--- config.mk ---
export PLATFORM = sky130hd
export DESIGN_NAME = mainbus_word_xmit
export DESIGN_NICKNAME = d
export VERILOG_FILES = /design/src/rtl/mainbus_pkg.sv /design/src/rtl/mainbus_onehot_dec.sv /design/src/rtl/mainbus_word_xmit.sv
export SDC_FILE = /design/constraint.sdc
export NUM_CORES = 1
export LEC_CHECK = 0
export CAP_MARGIN = 20
export CORE_MARGIN = 1
export CORE_UTILIZATION = 34
export CTS_BUF_LIST = sky130_fd_sc_hd__clkbuf_16
export CTS_CLUSTER_DIAMETER = 50
export DETAILED_ROUTE_END_ITERATION = 16
export SYNTH_ARGS = -nofsm -noshare
export SYNTH_HDL_FRONTEND = slang
export SYNTH_SLANG_ARGS = --single-unit
--- constraint.sdc ---
create_clock -name clk -period 1.5 [get_ports clk]
set_input_delay 0.3 -clock clk [delete_from_list [all_inputs] [get_ports clk]]
set_output_delay 0.3 -clock clk [all_outputs]
set_load 0.02 [all_outputs]
--- src/rtl/mainbus_pkg.sv ---
// Shared definitions for the 8-bit main bus register-load path (transmit and receive sides).
package mainbus_pkg;

   typedef enum logic [1:0] {
      IDLE   = 2'd0,
      SETUP  = 2'd1,
      STROBE = 2'd2
   } state_t;

   localparam int MAINBUS_W  = 8;
   localparam int ONEHOT_MAX = 32;

   // One-hot of idx wrapped modulo n; callers truncate to their own strobe count.
   function automatic logic [ONEHOT_MAX-1:0] onehot_wrap(input int unsigned idx,
                                                         input int unsigned n);
      return ONEHOT_MAX'(1) << (idx % n);
   endfunction

endpackage

--- src/rtl/mainbus_onehot_dec.sv ---
// Destination index to one-hot reg_load decoder with enable; shared with the receive-side register file.
module mainbus_onehot_dec
   import mainbus_pkg::*;
#(
   parameter int IDX_W = 2,
   parameter int NDEST = 4
) (
   input  logic [IDX_W-1:0] i_idx,
   input  logic             i_en,
   output logic [NDEST-1:0] o_sel
);

   assign o_sel = i_en ? NDEST'(onehot_wrap(32'(i_idx), NDEST)) : '0;

endmodule

--- src/rtl/mainbus_word_xmit.sv ---
// Main bus word transmitter: serialises a word LSB-first with a setup cycle before each reg_load strobe.
// Optional MAINBUS_XMIT_PARITY_EN adds a registered even-parity output bus_par.
module mainbus_word_xmit
   import mainbus_pkg::*;
#(
   parameter int DATA_W = MAINBUS_W,
   parameter int BEATS  = 2,
   parameter int NDEST  = 4,
   parameter int IDX_W  = 2
) (
   input  logic                    clk,
   input  logic                    clear,
   input  logic                    in_valid,
   output logic                    in_ready,
   input  logic [BEATS*DATA_W-1:0] in_word,
   input  logic [IDX_W-1:0]        in_dest,
   input  logic                    bus_grant,
   output logic [DATA_W-1:0]       bus_out,
   output logic                    bus_oe,
   output logic [NDEST-1:0]        ld_sel,
   output logic                    done
`ifdef MAINBUS_XMIT_PARITY_EN
  ,output logic                    bus_par
`endif
);

   localparam int BEAT_W = (BEATS > 1) ? $clog2(BEATS) : 1;

   state_t                  r_state;
   logic [BEATS*DATA_W-1:0] r_word;
   logic [IDX_W-1:0]        r_dest;
   logic [BEAT_W-1:0]       r_beat;
   logic [DATA_W-1:0]       r_bus_out;
   logic                    r_bus_oe;
   logic [NDEST-1:0]        r_ld_sel;
   logic                    r_done;

   logic                    w_last;
   logic [BEAT_W-1:0]       w_sel_beat;
   logic [DATA_W-1:0]       w_bus_next;
   logic                    w_bus_load;
   logic [IDX_W-1:0]        w_dest_idx;
   logic                    w_dec_en;
   logic [NDEST-1:0]        w_ld_next;

   // bus_oe doubles as the "granted setup" flag: grant is sampled at the edge that opens a setup cycle.
   assign w_last     = (r_beat == BEAT_W'(BEATS - 1));
   assign w_sel_beat = (r_state == STROBE && !w_last) ? r_beat + BEAT_W'(1) : r_beat;
   assign w_bus_next = (r_state == IDLE) ? in_word[DATA_W-1:0]
                                         : r_word[int'(w_sel_beat)*DATA_W +: DATA_W];
   assign w_bus_load = bus_grant && ((r_state == IDLE   && in_valid)  ||
                                     (r_state == SETUP  && !r_bus_oe) ||
                                     (r_state == STROBE && !w_last));
   assign w_dest_idx = IDX_W'((32'(r_dest) + 32'(r_beat)) % NDEST);
   assign w_dec_en   = (r_state == SETUP) && r_bus_oe;

   mainbus_onehot_dec #(
      .IDX_W (IDX_W),
      .NDEST (NDEST)
   ) u_dec (
      .i_idx (w_dest_idx),
      .i_en  (w_dec_en),
      .o_sel (w_ld_next)
   );

   // NOTE: sequential state uses non-blocking assignments only, so every register samples pre-edge values.
   always_ff @(posedge clk or posedge clear) begin
      if (clear) begin
         r_state   <= IDLE;
         r_word    <= '0;
         r_dest    <= '0;
         r_beat    <= '0;
         r_bus_out <= '0;
         r_bus_oe  <= 1'b0;
         r_ld_sel  <= '0;
         r_done    <= 1'b0;
      end else begin
         r_ld_sel <= w_ld_next;
         r_done   <= 1'b0;
         if (w_bus_load) r_bus_out <= w_bus_next;
         case (r_state)
            IDLE: begin
               if (in_valid) begin
                  r_word   <= in_word;
                  r_dest   <= in_dest;
                  r_beat   <= '0;
                  r_bus_oe <= bus_grant;
                  r_state  <= SETUP;
               end
            end
            SETUP: begin
               if (r_bus_oe) begin
                  r_state <= STROBE;
                  r_done  <= w_last;
               end else begin
                  r_bus_oe <= bus_grant;
               end
            end
            STROBE: begin
               if (w_last) begin
                  r_bus_oe <= 1'b0;
                  r_state  <= IDLE;
               end else begin
                  r_beat   <= r_beat + BEAT_W'(1);
                  r_bus_oe <= bus_grant;
                  r_state  <= SETUP;
               end
            end
            default: r_state <= IDLE;
         endcase
      end
   end

`ifdef MAINBUS_XMIT_PARITY_EN
   logic r_bus_par;

   always_ff @(posedge clk or posedge clear) begin
      if (clear) begin
         r_bus_par <= 1'b0;
      end else if (w_bus_load) begin
         r_bus_par <= ^w_bus_next;
      end
   end

   assign bus_par = r_bus_par;
`endif

   // NOTE: in_ready is decoded straight from state so a word is accepted in the very first IDLE cycle.
   assign in_ready = (r_state == IDLE);
   assign bus_out  = r_bus_out;
   assign bus_oe   = r_bus_oe;
   assign ld_sel   = r_ld_sel;
   assign done     = r_done;

endmodule

# After elaboration in Yosys (flattened, before gate mapping)
# Cells that the tools add are included.
[totals]
regBits = 35
inputBits = 22
out_inout_bits = 15
elab_cells = 48
[op_classes]
n_addsub = 2
eq_ne = 4
shift = 2
mux = 16
n_reduce_logical = 16
[op_table]
columns = ["operator", "n"]
rows = [
  ["$shiftx A16 B5 Y8", 1],
  ["$mux W1", 9],
  ["$mux W8", 1],
  ["$reduce_and A2 Y1", 4],
  ["$pmux W2 S3", 1],
  ["$logic_and A1 B1 Y1", 5],
  ["$mux W2", 2],
  ["$mux W4", 1],
  ["$ne A2 B2 Y1 const B", 2],
  ["$shl A1 B2 Y4 const A", 1],
  ["$pmux W1 S3", 1],
  ["$reduce_bool A3 Y1", 1],
  ["$add A2 B1 Y2", 1],
  ["$eq A2 B1 Y1 const B", 1],
  ["$eq A2 B2 Y1 const B", 1],
  ["$logic_not A1 Y1", 2],
  ["$logic_not A2 Y1", 1],
  ["$logic_or A1 B1 Y1", 2],
  ["$pmux W1 S2", 1],
  ["$reduce_bool A2 Y1", 1],
  ["$add A1 B1 Y1 const B", 1],
]

# Logic depth before layout (Yosys ltp)
# Gate-level depths: netlist of run 1.
[logic_depth]
depth_word = 5
ltp_mapped = 6
mapped_depth_nobuf = 5

# Hierarchy
# From an unflattened synthesis of run 1, not the netlist that was laid out.
[unflattened]
hier_cells = 137
hier_area_um2 = 1794.2
[by_module_without_submodules]
columns = ["module", "n_inst", "cells_per_inst", "area_per_inst_um2", "seq_area_each_um2"]
rows = [
  ["mainbus_word_xmit", 1, 133, 1756.7, 875.8],
  ["mainbus_onehot_dec", 1, 4, 37.5, 0.0],
]

# Least setup slack after synthesis of run 1
# OpenSTA, ideal clock, no wires.
[synth_path]
path_kind = "register to register"
startpoint = "register r_state[1]"
endpoint = "register r_state[0]"
setup_time_ps = 127
arrival_ps = 1549
required_ps = 1373
setup_slack_ps = -176
path_stages_with_launch = 7
path_buffers = 1
synth_period_minus_slack_ps = 1676
cell_sequence = "dfrtp_1 inv_1 ha_1 buf_4 nand2b_2 and2_1 mux2_1"
[synth_via]
elab_chain_len = 3
word_cells_on_any_way = 7
classes_between = "eq/ne (4); mux (1); reduce/logical (2)"
[synth_rtl]
columns = ["element", "line_no", "rtl"]
rows = [
  ["start: declaration", "mainbus_word_xmit.sv:29", "state_t r_state;"],
  ["start signal: assignment", "mainbus_word_xmit.sv:69", "r_state <= IDLE;"],
  ["start signal: assignment", "mainbus_word_xmit.sv:88", "r_state <= SETUP;"],
  ["start signal: assignment", "mainbus_word_xmit.sv:93", "r_state <= STROBE;"],
  ["$logic_not A2 Y1 *", "n/a", ""],
  ["net in_ready", "mainbus_word_xmit.sv:14", "output logic in_ready,"],
  ["$ne A2 B2 Y1 (no source line)", "n/a", ""],
  ["$reduce_and A2 Y1 (no source line)", "n/a", ""],
]
# The timed path passes the listed nets; every way through them passes the cells marked *.
# A chain may end at the register's enable or synchronous reset.

# Final worst setup path of run 1
[layout_path]
startpoint = "register r_state[1]"
endpoint = "register r_bus_out[5] (netlist: bus_out[5])"
[layout_via]
elab_chain_len = 5
word_cells_on_any_way = 12
classes_between = "eq/ne (2); shift (1); mux (2); reduce/logical (7)"
[layout_rtl]
columns = ["element", "line_no", "rtl"]
rows = [
  ["$eq A2 B2 Y1, or another cell as far along", "mainbus_word_xmit.sv:48, mainbus_word_xmit.sv:53", ""],
  ["$logic_and A1 B1 Y1, on equally long branches", "n/a", ""],
  ["$mux W1 / $logic_or A1 B1 Y1 (equally long branches)", "mainbus_word_xmit.sv:48, mainbus_word_xmit.sv:51", ""],
  ["$shiftx A16 B5 Y8 / $logic_or A1 B1 Y1 (equally long branches)", "mainbus_word_xmit.sv:50, mainbus_word_xmit.sv:52", ""],
  ["$mux W8 / $logic_and A1 B1 Y1 (equally long branches)", "mainbus_word_xmit.sv:49, mainbus_word_xmit.sv:51", ""],
  ["end signal: assignment", "mainbus_word_xmit.sv:80", "if (w_bus_load) r_bus_out <= w_bus_next;"],
  ["end: declaration", "mainbus_word_xmit.sv:33", "logic [DATA_W-1:0] r_bus_out;"],
]
# Several ways; a longest one is shown, not always the timed one.

==> reports/summary.log, run 1 <==
INFO  setup_path     critical_path_depth=6
INFO  sta            period_minus_slack=1520ps
INFO  clock_network  cts_made_buffers=5
INFO  clock_network  tritoncts=yes
INFO  logic_synthesis synth.yosys.seq_area_share=0.500
INFO  setup_path     worstReg2RegEnd=bus_out[5]$_DFFE_PP0P_
INFO  sta            worst_clock_skew=1.84ps
INFO  final_layout   final_core_util=0.529
INFO  logic_synthesis synth-adder-area-share=0.0500
INFO  drt            met3WireLength=140um
INFO  logic_synthesis synth_top_family_by_area=compound AO/OA/AOI/OAI gates
INFO  global_routing globalRouteOverflowTotal=0
INFO  final_layout   seqCellArea=876um2
INFO  floorplan      core_area=4850um2
INFO  drt            remaining_drc_errors=0
INFO  drt            dr.first_iter.drc_count=89
INFO  floorplan      die_area=5440um2
INFO  status         violations=negative setup slack
INFO  setup_path     critical_path.startpoint=r_state[1]$_DFFE_PP0P_
INFO  setup_path     crit_path_cell_trace=buf_6, ha_4, buf_6, o21a_1, a211oi_2, o32ai_2
INFO  setup_path     critical_path.startpoint_type=register
INFO  setup_path     worst-r2r-setup-slack=-20ps
INFO  setup_path     cp-end-kind=register
INFO  floorplan      io_pins=37
INFO  logic_synthesis synth-seq-cells=35
INFO  drt            wl_met2=2.01mm
INFO  drt            ant_nets=0
INFO  power_and_ir_drop p_sw=2.15mW
INFO  sta            finalWorstSetupSlack=-18.6ps
INFO  job            cap_viol_max_count=0
INFO  place          port-buffer-count=36
INFO  min_path       hold_path.class=input pin to asynchronous set/reset pin
INFO  final_layout   nets=228
INFO  logic_synthesis post_synth.cell_area_avg=12.4um2
INFO  logic_synthesis share_of_synthesized_area_spent_on_multiplexers=0.122
INFO  global_routing grt_max_degree=36
INFO  setup_path     most_common_cell_on_crit_path=sky130_fd_sc_hd__buf_6
INFO  clock_network  clk_pin_slew=50ps
INFO  drt            drt-total-wl=4.09mm
INFO  logic_synthesis synth-simple-area-share=0.0629
INFO  power_and_ir_drop power.static_leakage=1.16nW
INFO  global_routing wire_length_of_the_first_global_routing_pass=6.95mm
INFO  sta            worst_slew_pin_slew=294ps
INFO  final_layout   drive_above_1_share=0.293
INFO  clock_network  holdBufCountCts=0
INFO  logic_synthesis distinct_cell_type_count_of_the_synthesized_netlist=28
INFO  power_and_ir_drop power_frac_seq=0.294
INFO  sta            fin_worst_hold_slack=369ps
INFO  floorplan      std_cell_rows=25
INFO  power_and_ir_drop switching_share=0.382
INFO  clock_network  insertion_delay=270ps
INFO  clock_network  clock-sinks=35
INFO  setup_path     ff2ff_path_depth=6
INFO  setup_path     crit_slowest_cell=sky130_fd_sc_hd__dfrtp_1
INFO  setup_path     regToRegStartpoint=r_state[1]$_DFFE_PP0P_
INFO  drt            wirelength_met1=1.88mm
INFO  place          detailedPlacementHpwl=2.85mm
INFO  setup_path     worst_path_class_setup=register to register
INFO  drt            wire_length_per_cell_after_detailed_routing=15.4um
INFO  place          pre_cts_ws=-110ps
INFO  drt            top_layer=met4
INFO  global_routing grt_usage=0.177
INFO  logic_synthesis post_synth_inst_count=141
INFO  setup_path     worst_path_bufs_invs=2
INFO  power_and_ir_drop share_clk_of_total_power=0.166
INFO  status         status=complete, but fails checks
INFO  setup_path     worstPathRequired=1650ps
INFO  power_and_ir_drop ir_worst_vdd=843uV
INFO  global_routing antenna_violations_before_repair=0
INFO  setup_path     critPathMaxFanout=7
INFO  power_and_ir_drop combPwrFrac=0.540
INFO  global_routing number_of_global_route_vias_before_repair=1385
INFO  power_and_ir_drop p_int=3.48mW
INFO  sta            hold_viol=0
INFO  logic_synthesis netlist_area=1750um2
INFO  sta            number_of_max_slew_violations_in_the_final_report=0
INFO  logic_synthesis synth.yosys.warnings=0
INFO  drt            post_drt_via_cell_ratio=4.85
INFO  clock_network  clockBufferDepth=2
INFO  sta            setup_violations=1
INFO  sta            timing.slew.headroom=0.803
INFO  sta            max_clock_freq=659MHz
INFO  final_layout   multi_input_comb_area=862um2
INFO  drt            num_vias=1285
INFO  setup_path     cp_arrival=1670ps
INFO  sta            finalCritPeriodShare=1.01
INFO  drt            drt-pass1-iter-count=4
INFO  logic_synthesis synth.net_count=170
INFO  setup_path     crit_path_max_incr_delay=400ps
INFO  setup_path     timing.critical_path.max_delay_family=compound AO/OA/AOI/OAI gates
INFO  final_layout   synthToLayoutAreaGrowth=46.5%
INFO  floorplan      chipHeight=73.8um
INFO  sta            grt_setup_unrepaired=yes
INFO  clock_network  clock_tree.root_cell=sky130_fd_sc_hd__clkbuf_16
INFO  place          place.gp.congestion=0.792
INFO  logic_synthesis synth-xor-area-share=0.0100
INFO  final_layout   final.fill_count=418
INFO  logic_synthesis synth-compound-area-share=0.199
INFO  final_layout   insertedDiodeCount=0
INFO  floorplan      initial_core_util=0.361
INFO  power_and_ir_drop p_per_area=2190nW/um2
INFO  floorplan      die_width=73.8um
INFO  clock_network  ctsHtreeMaxLevel=2
==> cell type report <==
type	count	share of cell area
repair buffers	57	0.215
well taps	67	0.0327
inverters	14	0.0220
clock inverters	1	0.00146
multi-input cells	85	0.336
flip-flops and latches	35	0.341
repair inverters	1	0.00293
clock buffers	5	0.0488
==> sequential cells by signal (all words and copies together) (netlist names) <==
name	cells
r_dest	2
r_beat	1
done	1
r_word	16
bus_oe	1
ld_sel	4
bus_out	8
r_state	2
==> cell usage in the layout, fill, tap and decap left out, types with 3 or more instances in the layout <==
master and n:
sky130_fd_sc_hd__a211oi_2 7, sky130_fd_sc_hd__buf_4 14, sky130_fd_sc_hd__buf_6 5, sky130_fd_sc_hd__clkbuf_16 5, sky130_fd_sc_hd__clkdlybuf4s50_1 21, sky130_fd_sc_hd__dfrtp_1 35
sky130_fd_sc_hd__dlygate4sd2_1 11, sky130_fd_sc_hd__dlymetal6s2s_1 3, sky130_fd_sc_hd__ha_1 4, sky130_fd_sc_hd__ha_4 3, sky130_fd_sc_hd__inv_1 12, sky130_fd_sc_hd__mux2_1 19
sky130_fd_sc_hd__nor2_1 4, sky130_fd_sc_hd__o21a_1 8, sky130_fd_sc_hd__o21ai_1 7, sky130_fd_sc_hd__o32ai_2 8
==> cells in the mapped netlist <==
| master | instances | area share |
|---|---|---|
| sky130_fd_sc_hd__o21ai_1 | 1 | 0.0029 |
| sky130_fd_sc_hd__a211oi_1 | 8 | 0.034 |
| sky130_fd_sc_hd__buf_6 | 1 | 0.0064 |
| sky130_fd_sc_hd__xnor2_1 | 1 | 0.0050 |
| sky130_fd_sc_hd__a21oi_1 | 2 | 0.0057 |
| sky130_fd_sc_hd__a21o_1 | 1 | 0.0043 |
| sky130_fd_sc_hd__nand2_1 | 3 | 0.0064 |
| sky130_fd_sc_hd__buf_4 | 1 | 0.0043 |
| sky130_fd_sc_hd__a41oi_1 | 1 | 0.0050 |
| sky130_fd_sc_hd__nand2b_4 | 2 | 0.016 |
| sky130_fd_sc_hd__xor2_1 | 1 | 0.0050 |
| sky130_fd_sc_hd__o21a_1 | 8 | 0.034 |
| sky130_fd_sc_hd__inv_1 | 14 | 0.030 |
| sky130_fd_sc_hd__buf_2 | 5 | 0.014 |
| sky130_fd_sc_hd__dfrtp_1 | 35 | 0.50 |
| sky130_fd_sc_hd__o21ai_0 | 8 | 0.023 |
| sky130_fd_sc_hd__o32ai_2 | 8 | 0.074 |
| sky130_fd_sc_hd__a31oi_4 | 1 | 0.012 |
| sky130_fd_sc_hd__nor3_1 | 2 | 0.0057 |
| sky130_fd_sc_hd__mux2_1 | 19 | 0.12 |
| sky130_fd_sc_hd__ha_1 | 7 | 0.050 |
| sky130_fd_sc_hd__nand2b_2 | 1 | 0.0050 |
| sky130_fd_sc_hd__nor2_1 | 5 | 0.011 |
| sky130_fd_sc_hd__and2_1 | 1 | 0.0036 |
| sky130_fd_sc_hd__and3_4 | 1 | 0.0064 |
| sky130_fd_sc_hd__and3_1 | 1 | 0.0036 |
| sky130_fd_sc_hd__a31oi_1 | 1 | 0.0036 |
| sky130_fd_sc_hd__nand3_1 | 2 | 0.0057 |
==> through the flow <==
| step | setup TNS, ps | power, mW | area (um2) | std cells |
|---|---|---|---|---|
| floorplan | -34.9 | 3.55 | 1800 | 141 |
| global placement | -1860 | 4.51 | 2370 | 257 |
| detailed placement | -1840 | 4.59 | 2370 | 257 |
| CTS | 0 | 5.57 | 2520 | 264 |
| global route | -261 | 6.02 | 2560 | 265 |
| finish | -18.6 | 5.62 | 2560 | 265 |
==> worst min-delay path, stage by stage <==
cell	delay [ps]
sky130_fd_sc_hd__clkdlybuf4s50_1	390
sky130_fd_sc_hd__inv_1	90
sky130_fd_sc_hd__buf_12	220
==> cells by family after synthesis <==
kind of cell,after synthesis
xor gates and xnor gates,2
AOI/OAI and AO/OA,39
muxes,19
adders and majority gates,7
and+or+nand+nor,18
buffers and inverters,21
DFF,35
==> power groups by stage <==
stage | Combinational [mW] | Clock, mW | Sequential, mW
after global routing | 3.31 | 0.991 | 1.72
after global placement | 2.85 | 0 | 1.66
final | 3.04 | 0.935 | 1.65
after detailed placement | 2.92 | 0 | 1.67
after CTS | 2.95 | 0.958 | 1.66
after floorplan | 1.76 | 0 | 1.79
==> repair_timing <==
| action | in CTS | in global routing |
|---|---|---|
| endpoints found under the hold margin | 0 | 0 |
| pin swaps | 7 | 2 |
| gates resized for setup | 21 | 18 |
| setup endpoints to repair | 32 | 30 |
| setup buffers | 1 | 0 |
| gates cloned | 0 | 1 |
==> per-layer routing <==
metal / GRT usage / vias up
li1: - / 620
met3: 0.0453 / 5
met1: 0.227 / 634
met5: 0 / -
met2: 0.290 / 26
met4: 0.0577 / 0
==> worst max path at each step <==
stage | endpoint | slack, ps
after floorplan | bus_out[6]$_DFFE_PP0P_ | -10
after global placement | r_word[1]$_DFFE_PP0P_ | -90
after detailed placement | r_word[1]$_DFFE_PP0P_ | -110
after CTS | r_word[1]$_DFFE_PP0P_ | 2
after global routing | bus_out[6]$_DFFE_PP0P_ | -60
final | bus_out[5]$_DFFE_PP0P_ | -20
No activity file was read; power rests on OpenSTA's default activity.
==> inputs of run 2 (changes only) <==
CORE_UTILIZATION = 30   (was 34)
GPL_TIMING_DRIVEN = 0   (was unset)
==> reports/summary.log, run 2 (synthesis gave the netlist of run 1 again) <==
INFO  status         status=complete, but fails checks
INFO  status         violations=negative setup slack
INFO  clock_network  ctsHtreeMaxLevel=2 [unchanged]
INFO  final_layout   max_flop_register=r_word
INFO  place          pre_cts_ws=-335ps [-225 ps]
INFO  global_routing grt_usage=0.152 [-0.0248]
INFO  sta            period_minus_slack=1510ps [-11.5 ps]
INFO  sta            finalCritPeriodShare=1.00 [-0.00765]
INFO  global_routing grt_use_met2=0.266 [-0.0237]
INFO  setup_path     worstPathRequired=1650ps [about the same]
INFO  place          place.gp.congestion=0.820 [+3.6%]
INFO  setup_path     worst_path_bufs_invs=1 [-1]
INFO  setup_path     worst-r2r-setup-slack=-7ps [about the same]
INFO  drt            dr.first_iter.drc_count=64 [-28%]
INFO  sta            setup_violations=1 [unchanged]
INFO  floorplan      chipHeight=78.4um [+6.3%]
INFO  sta            worst_slew_pin_slew=558ps [+265 ps]
INFO  setup_path     critPathMaxFanout=10 [+3]
INFO  global_routing antenna_violations_before_repair=0 [unchanged]
INFO  final_layout   largest_reg_flops=16 [unchanged]
INFO  clock_network  tritoncts=yes
INFO  final_layout   layout.cells.most_common_list=sky130_fd_sc_hd__dfrtp_1, sky130_fd_sc_hd__clkdlybuf4s50_1, sky130_fd_sc_hd__mux2_1
INFO  global_routing groute.layer.met1.usage=0.182 [-0.0449]
INFO  setup_path     ff2ff_path_depth=5 [-1]
INFO  setup_path     timing.critical_path.max_delay_family=compound AO/OA/AOI/OAI gates
INFO  floorplan      std_cell_rows=27 [+8.0%]
INFO  drt            drt-total-wl=4.33mm [+6.1%]
INFO  final_layout   final_core_util=0.471 [-0.0581]
INFO  power_and_ir_drop ir_worst_vdd=973uV [+15%]
INFO  clock_network  clock_tree.root_cell=sky130_fd_sc_hd__clkbuf_16
INFO  global_routing grt_max_degree=25 [-31%]
INFO  clock_network  insertion_delay=280ps [about the same]
INFO  setup_path     critical_path_depth=5 [-1]
INFO  floorplan      die_area=6140um2 [+13%]
INFO  setup_path     crit_path_max_incr_delay=450ps [+50 ps]
INFO  global_routing globalRouteOverflowTotal=0 [unchanged]
INFO  drt            ant_nets=0 [unchanged]
INFO  drt            num_vias=1302 [+1.3%]
INFO  min_path       hold_path.class=input pin to asynchronous set/reset pin
INFO  setup_path     critical_path.startpoint_type=register
INFO  final_layout   drive_above_1_share=0.318 [+0.0248]
INFO  setup_path     critical_path.startpoint=r_state[1]$_DFFE_PP0P_
INFO  clock_network  cts_made_buffers=5 [unchanged]
INFO  place          port-buffer-count=35 [-2.8%]
INFO  job            cap_viol_max_count=0 [unchanged]
INFO  floorplan      core_area=5570um2 [+15%]
INFO  setup_path     critical_path.endpoint=bus_out[2]$_DFFE_PP0P_
INFO  global_routing number_of_global_route_vias_before_repair=1396 [+0.79%]
INFO  clock_network  clock-sinks=35 [unchanged]
INFO  drt            drt-pass1-iter-count=4 [unchanged]
INFO  sta            worst_clock_skew=2.68ps [+0.839 ps]
INFO  sta            grt_setup_unrepaired=yes
INFO  final_layout   insertedDiodeCount=0 [unchanged]
INFO  clock_network  clockBufferDepth=2 [unchanged]
INFO  setup_path     regToRegStartpoint=r_state[1]$_DFFE_PP0P_
INFO  power_and_ir_drop p_per_area=2250nW/um2 [+2.7%]
INFO  setup_path     worstReg2RegEnd=bus_out[2]$_DFFE_PP0P_
INFO  clock_network  clk_pin_slew=50ps [about the same]
INFO  drt            wire_length_per_cell_after_detailed_routing=16.4um [+6.5%]
INFO  power_and_ir_drop power.static_leakage=1.16nW [-0.23%]
INFO  sta            max_clock_freq=664MHz [+0.76%]
INFO  setup_path     crit_path_cell_trace=ha_4, buf_6, o21a_1, a211oi_2, o32ai_4
INFO  final_layout   nets=220 [-3.5%]
INFO  setup_path     cp_arrival=1660ps [about the same]
INFO  setup_path     cp-end-kind=register
INFO  sta            number_of_max_slew_violations_in_the_final_report=0 [unchanged]
INFO  floorplan      die_width=78.4um [+6.3%]
INFO  drt            remaining_drc_errors=0 [unchanged]
INFO  sta            hold_viol=0 [unchanged]
INFO  final_layout   synthToLayoutAreaGrowth=50.0%
INFO  sta            finalWorstSetupSlack=-7.09ps [+11.5 ps]
INFO  setup_path     crit_slowest_cell=sky130_fd_sc_hd__dfrtp_2
INFO  final_layout   layout.cells.most_common=sky130_fd_sc_hd__dfrtp_1
INFO  global_routing grt.busiest_layer=met2
INFO  floorplan      io_pins=37 [unchanged]
INFO  floorplan      initial_core_util=0.314 [-0.0470]
INFO  place          detailedPlacementHpwl=2.96mm [+3.8%]
INFO  sta            timing.slew.headroom=0.627 [-0.176]
INFO  global_routing met3_usage=0.0360 [-0.00922]
INFO  setup_path     worst_path_class_setup=register to register
INFO  global_routing wire_length_of_the_first_global_routing_pass=7.04mm [+1.4%]
INFO  drt            post_drt_via_cell_ratio=4.93 [+1.7%]
-- run 2: cell types whose count changed in the layout (fill, tap and decap cells not counted), moves of 3 or more --
cell                       before  now
sky130_fd_sc_hd__clkinv_2       0    3
sky130_fd_sc_hd__buf_6          5    2
sky130_fd_sc_hd__o32ai_2        8    5
sky130_fd_sc_hd__o32ai_4        0    3
sky130_fd_sc_hd__buf_4         14    4
-- run 2: worst register-to-register path, stage by stage, from the launching register on --
cell,delay (ps)
sky130_fd_sc_hd__dfrtp_2,450
sky130_fd_sc_hd__ha_4,200
sky130_fd_sc_hd__buf_6,140
sky130_fd_sc_hd__o21a_1,180
sky130_fd_sc_hd__a211oi_2,280
sky130_fd_sc_hd__o32ai_4,130
-- run 2: per-stage QoR --
stage	hold WS, ps	cells	cell area, um2	power [mW]	TNS, ps
after CTS	397	264	2560	5.79	-215
after global routing	423	264	2630	6.29	-207
after floorplan	432	141	1800	3.55	-34.9
after global placement	474	248	2240	4.27	-16470
after detailed placement	488	249	2270	4.38	-4840
final	379	264	2630	5.91	-7.09
-- run 2: report_power, final --
group          total [mW]  internal, mW  switching, mW
sequential           1.68          1.39          0.298
combinational        3.24          1.58           1.66
clock               0.985         0.605          0.380
-- run 2: final cells by class --
class / count / area, um2
buffer: 6 / 60.1
clock buffer: 5 / 125
clock inverter: 3 / 15.0
fill: 494 / 2950
inverter: 14 / 61.3
multi-input combinational: 85 / 933
sequential: 35 / 878
tap: 72 / 90.1
timing repair buffer: 43 / 454
timing repair inverter: 1 / 7.51
-- run 2: layer usage --
layer | vias to the layer above | wire (um)
met5 | - | 0
met4 | 0 | 49
met3 | 7 | 215
met2 | 41 | 2150
met1 | 648 | 1920
li1 | 606 | -
-- run 2: timing repair --
action,in CTS,in global routing
buffers inserted,6,0
gates cloned,1,1
resized for setup,39,17
pin swaps,7,4
setup endpoints to repair,39,22
hold buffers,0,0
-- run 2: worst min-delay path by stage --
stage	to	slack, ps	depth (start not counted)
floorplan	r_dest[0]$_DFFE_PP0P_	430	1
global placement	r_word[13]$_DFFE_PP0P_	470	1
detailed placement	r_word[10]$_DFFE_PP0P_	490	1
CTS	ld_sel[2]$_DFF_PP0_	400	2
global route	r_dest[0]$_DFFE_PP0P_	420	2
finish	r_dest[1]$_DFFE_PP0P_	380	2
